`config.mk`:
```
export PLATFORM = sky130hd
export DESIGN_NAME = ibex_noc_tx_arbiter
export DESIGN_NICKNAME = d
export VERILOG_FILES = /design/src/rtl/ibex_noc_pkg.sv /design/src/rtl/ibex_rr_arbiter.sv /design/src/rtl/ibex_noc_tx_arbiter.sv
export SDC_FILE = /design/constraint.sdc
export NUM_CORES = 1
export LEC_CHECK = 0
export BUFFER_PORTS_ARGS = -buffer_cell sky130_fd_sc_hd__buf_2
export CORE_AREA = 4 4 278 280
export CTS_CLUSTER_SIZE = 12
export DETAILED_ROUTE_END_ITERATION = 8
export DIE_AREA = 0 0 282 284
export HOLD_SLACK_MARGIN = 0.03
export MAX_ROUTING_LAYER = met4
export SYNTH_ARGS = -nofsm -noshare
export SYNTH_HDL_FRONTEND = slang
export SYNTH_SLANG_ARGS = --single-unit
```
`constraint.sdc`:
```
create_clock -name clk_i -period 4.25 [get_ports clk_i]
set_input_delay 0.6375 -clock clk_i [delete_from_list [all_inputs] [get_ports clk_i]]
set_output_delay 0.6375 -clock clk_i [all_outputs]
set_load 0.01 [all_outputs]
```
`src/rtl/ibex_noc_pkg.sv`:
```
// Shared types for the NoC transmit path: message record, scheduler state and
// the number of optional payload words that follow the first data word.
package ibex_noc_pkg;

    localparam int NocMaxExtraWords = 3;

    typedef enum logic [1:0] {
        IDLE = 2'd0,
        REQ  = 2'd1,
        SEND = 2'd2
    } noc_tx_state_e;

    typedef struct packed {
        logic [4:0]  addr;
        logic [4:0]  core;
        logic [1:0]  len;
        logic [31:0] data;
        logic [31:0] msg1;
        logic [31:0] msg2;
        logic [31:0] msg3;
    } noc_msg_t;

endpackage

```
`src/rtl/ibex_rr_arbiter.sv`:
```
// Combinational round-robin pick: the first asserted request found scanning
// upward from ptr, wrapping at N-1 back to 0.
module ibex_rr_arbiter #(
    parameter int N    = 4,
    parameter int IdxW = $clog2(N)
) (
    input  logic [N-1:0]    req,
    input  logic [IdxW-1:0] ptr,
    output logic [IdxW-1:0] gnt_idx,
    output logic            gnt_valid
);

    logic [IdxW:0]   sum;
    logic [IdxW-1:0] idx;

    always_comb begin
        gnt_idx   = '0;
        gnt_valid = 1'b0;
        sum       = '0;
        idx       = '0;
        for (int k = 0; k < N; k++) begin
            sum = {1'b0, ptr} + (IdxW + 1)'(k);
            if (sum >= (IdxW + 1)'(N)) begin
                sum = sum - (IdxW + 1)'(N);
            end
            idx = sum[IdxW-1:0];
            if (!gnt_valid && req[idx]) begin
                gnt_valid = 1'b1;
                gnt_idx   = idx;
            end
        end
    end

endmodule

```
`src/rtl/ibex_noc_tx_arbiter.sv`:
```
// Shares one NoC injection port among NumReq message sources: captures the
// round-robin winner's message, runs the noc_req/noc_gnt handshake, then acks.
module ibex_noc_tx_arbiter
    import ibex_noc_pkg::*;
#(
    parameter int NumReq = 4
) (
    input  logic                 clk_i,
    input  logic                 rst_i,
    input  logic [NumReq-1:0]    req_valid_i,
    input  logic [2*NumReq-1:0]  req_len_i,
    input  logic [32*NumReq-1:0] req_data_i,
    input  logic [32*NumReq-1:0] req_msg1_i,
    input  logic [32*NumReq-1:0] req_msg2_i,
    input  logic [32*NumReq-1:0] req_msg3_i,
    input  logic [5*NumReq-1:0]  req_addr_i,
    input  logic [5*NumReq-1:0]  req_core_i,
    output logic [NumReq-1:0]    req_ack_o,
    output logic                 noc_req_o,
    input  logic                 noc_gnt_i,
    output logic                 output_valid_o,
    output logic [1:0]           len_o,
    output logic [31:0]          output_data_o,
    output logic [31:0]          msg1_data_o,
    output logic [31:0]          msg2_data_o,
    output logic [31:0]          msg3_data_o,
    output logic [4:0]           output_addr_o,
    output logic [4:0]           output_core_o,
    output logic                 busy_o
);

    localparam int IdxW = $clog2(NumReq);

    noc_tx_state_e   state;
    logic [IdxW-1:0] ptr;
    logic [IdxW-1:0] winner;
    logic [IdxW-1:0] gnt_idx;
    logic            gnt_valid;
    noc_msg_t        msg;
    noc_msg_t        pick_msg;

    ibex_rr_arbiter #(
        .N    (NumReq),
        .IdxW (IdxW)
    ) u_rr_arbiter (
        .req       (req_valid_i),
        .ptr       (ptr),
        .gnt_idx   (gnt_idx),
        .gnt_valid (gnt_valid)
    );

    // Extra words beyond the requester's declared length are stored as zero.
    always_comb begin
        pick_msg      = '0;
        pick_msg.addr = req_addr_i[5*gnt_idx +: 5];
        pick_msg.core = req_core_i[5*gnt_idx +: 5];
        pick_msg.len  = req_len_i[2*gnt_idx +: 2];
        pick_msg.data = req_data_i[32*gnt_idx +: 32];
        if (pick_msg.len >= 2'd1) begin
            pick_msg.msg1 = req_msg1_i[32*gnt_idx +: 32];
        end
        if (pick_msg.len >= 2'd2) begin
            pick_msg.msg2 = req_msg2_i[32*gnt_idx +: 32];
        end
        if (pick_msg.len == 2'(NocMaxExtraWords)) begin
            pick_msg.msg3 = req_msg3_i[32*gnt_idx +: 32];
        end
    end

    always_ff @(posedge clk_i or posedge rst_i) begin
        if (rst_i) begin
            state  <= IDLE;
            ptr    <= '0;
            winner <= '0;
            msg    <= '0;
        end else begin
            case (state)
                IDLE: begin
                    if (gnt_valid) begin
                        msg    <= pick_msg;
                        winner <= gnt_idx;
                        state  <= REQ;
                    end
                end
                REQ: begin
                    if (noc_gnt_i) begin
                        state <= SEND;
                    end
                end
                SEND: begin
                    ptr   <= (winner == IdxW'(NumReq - 1)) ? '0 : winner + 1'b1;
                    state <= IDLE;
                end
                default: state <= IDLE;
            endcase
        end
    end

    // Handshake outputs are pure decodes of the state register.
    assign noc_req_o      = (state == REQ);
    assign output_valid_o = (state == SEND);
    assign busy_o         = (state != IDLE);
    assign req_ack_o      = output_valid_o ? (NumReq'(1) << winner) : '0;

    assign len_o         = msg.len;
    assign output_data_o = msg.data;
    assign msg1_data_o   = msg.msg1;
    assign msg2_data_o   = msg.msg2;
    assign msg3_data_o   = msg.msg3;
    assign output_addr_o = msg.addr;
    assign output_core_o = msg.core;

endmodule

```
==> impl_results.md <==
- Status: finished, final reports clean
- Setup Buffers After CTS: 0
- Site Rows: 100
- Setup slack after layout: 1.35 ns
- Synth cell count leaders: 419 x nand2_1, 146 x dfrtp_1, 119 x mux2i_1
- Sequential area share after synthesis: 34.4%
- Pwr/cell area: 648 mW/mm^2
- Post-cts sizing count: 0
- Worst-Skew Late Latency: 0.47 ns
- Met3 Wirelength: 4670 um
- Most frequent CP cell: nand2_1
- Worst r2r src: ptr[1]
- Fin. max-slew vios: 0
- Final WL: 53800 um
- Worst-Margin Slew: 0.992 ns
- CP Launch Point: ptr[1]
- Detailed Routing Iterations Pass 1: 5
- Worst path arrival time: 3.24 ns
- Crit Path Class: flop to flop
- Async set-reset flop share out of synthesis: 100%
- Flop2flop setup slack: 1.35 ns
- Yosys warning total: 0
- HP Class: input port to async pin
- Via Count: 11.8k
- Max_cap viols: 0
- I/O pin total: 714
- Pre-CTS setup slack: 1.03 ns
- Met1 wire length: 21900 um
- Area occupied by registers: 0.00365 sq mm
- Total gr overflow: 0
- Total GRT Usage: 13.1%
- Count leader, synth: nand2_1
- Pleak: 8.43 nW
- Ranking of synthesized cells by area: dfrtp_1 34%, nand2_1 15%, mux2i_1 11%
- CTS Hold Bufs: 0
- Die area: 0.0801 sq mm
- TNS Setup: 0 ns
- Via density: 4.07
- Multi-input gate area: 0.00645 sq mm
- Die Span Y: 284 um
- Clock Path Buffers: 2
- RSZ-0062 raised after global routing: false
- Worst hold slack: 0.285 ns
- Critical Path RT: 4.59 ns
- Core area: 0.0744 sq mm
- Synthesized cell area: 0.0106 sq mm
- CTS buffer count: 17
- Max H-tree Level: 4
- Period minus WS final: 2.90 ns
- Final setup fails: 0
- I/O Buffers: 713
- Hold Violations, Final: 0
- Yosys cell types: 34
- Final ANT Viol Nets: 0
- Worst Path Max Fanout: 54
- Syn Area/Cell: 8.48 sq um
- Synth area leader: dfrtp_1
- Setup crit end kind: flop
- Flops & latches, synth: 146
- Largest stage delay on the critical path: 0.54 ns
- Routed len/inst: 18.6 um
- Clock skew after layout: 0.0153 ns
- DR top layer: met4
- Post-synth EDFFs: 0
- Final GP Congestion: 0.907
- Starting Density: 14.3%
- Layout cells sized above 1: 48.5%
- VDD IR max: 219 uV
- First-pass GRT wire length: 75300 um
- R2R Path End: msg2_data_o[28]
- Routed wire length on met2: 25200 um
- Worst r2r path cells: 7
- Die Wd: 282 um
- Area growth from synthesis to layout: 49.8%
- Worst setup path end: msg2_data_o[28]
- Root Driver: clkbuf_16
- Slowest cell on the critical path: buf_4
- Clk slew on worst S/H paths: 0.08 ns
- Most used DFF post-synth: dfrtp_1
- Detailed placer's ending HPWL: 42800 um
- # clock sinks: 146
- Synthesized net count: 1824
- DRC viols: 0
- Largest net degree at the start of global routing: 95
- Post-Synthesis Cells: 1253
- CTS tree: built
- Slew headroom: 33.7%
- Critical path cell sequence: nand2_1 -> a311oi_1 -> or2_4 -> buf_4 -> nand2_1 -> and3_1 -> o41ai_1
- Fillers: 8242
- DR iter-0 viols: 536
- Worst setup SP type: flop
- Vias in the first global route: 11.8k
- Tcrit/Tclk final: 68.3%
- Total Nets Final: 2468
- Share of the synthesized area in the top cell type: 34.4%
- Initial antenna violation count: 15
- Achievable frequency: 0.344 GHz
-- worst max-delay path, delay by kind of cell, from the launching register on --
family,cells,cell delay [ns]
buf+inv,1,0.54
simple gates,4,0.82
flops,1,0.51
compound gates,2,0.87
-- metrics by stage --
stage	util [%]	cells	cell area (sq um)	power, mW
5_1_grt	21.4	2889	15900	11.2
2_1_floorplan	-	1253	10600	6.48
6_report	21.4	2890	15900	10.3
3_5_place_dp	20.6	2847	15300	8.86
4_1_cts	21.4	2879	15900	10.5
3_3_place_gp	20.6	2847	15300	8.83
-- worst min path at each step --
stage | startpoint | endpoint | slack (ns) | depth (start not counted)
2_1_floorplan | ptr[0] | ptr[0] | 0.51 | 1
3_3_place_gp | msg2_data_o[26] | msg2_data_o[26] | 0.45 | 2
3_5_place_dp | msg3_data_o[17] | msg3_data_o[17] | 0.45 | 2
4_1_cts | rst_i | output_data_o[23] | 0.24 | 2
5_1_grt | rst_i | output_data_o[23] | 0.28 | 2
6_report | rst_i | output_data_o[23] | 0.28 | 2
-- registers in the layout, indices dropped and copies added, names as in the netlist --
signal	flops
msg3_data_o	32
ptr	2
len_o	2
output_core_o	5
winner	2
msg2_data_o	32
state	2
msg1_data_o	32
output_data_o	32
output_addr_o	5
-- power by group --
group	internal (mW)	leakage, nW	switching (mW)
clock network	0.789	0.283	0.792
logic	2.58	6.29	3.73
registers	2.04	1.86	0.383
total	5.42	8.43	4.91
-- routing by layer --
layer  vias up  track usage (%)
li1       5693                -
met5         -                -
met1      5426             15.1
met2       563             20.9
met3        72             3.87
met4         0             5.86
-- placed cells by master, fill, tap and decap left out, types with 11 or more instances in the layout --
cell	count
buf_2	713
o21ai_0	13
o41ai_2	61
buf_12	13
o21ai_1	19
mux2i_1	119
diode_2	11
mux2_2	34
dfrtp_1	146
o22a_1	27
and3_1	74
nand2_1	418
clkbuf_16	17
a31o_2	42
nand3_1	84
buf_4	17
and2_1	47
-- layout make-up --
class	count	area share (%)
Tap cell	969	7.61
Inverter	9	0.236
Clock inverter	15	1.03
Antenna cell	11	0.173
Multi-Input combinational cell	980	40.5
Timing Repair Buffer	743	24.8
Sequential cell	146	22.9
Clock buffer	17	2.67
-- kinds of logic after synthesis --
family | count (synthesis) | synth area share (%)
buffers and inverters | 127 | 5.34
adders and majority gates | 4 | 0.471
muxes | 153 | 14.8
AOI/OAI and AO/OA | 178 | 18.0
DFF | 146 | 34.4
and+or+nand+nor | 645 | 27.0
No activity file was read; power rests on OpenSTA's default activity.
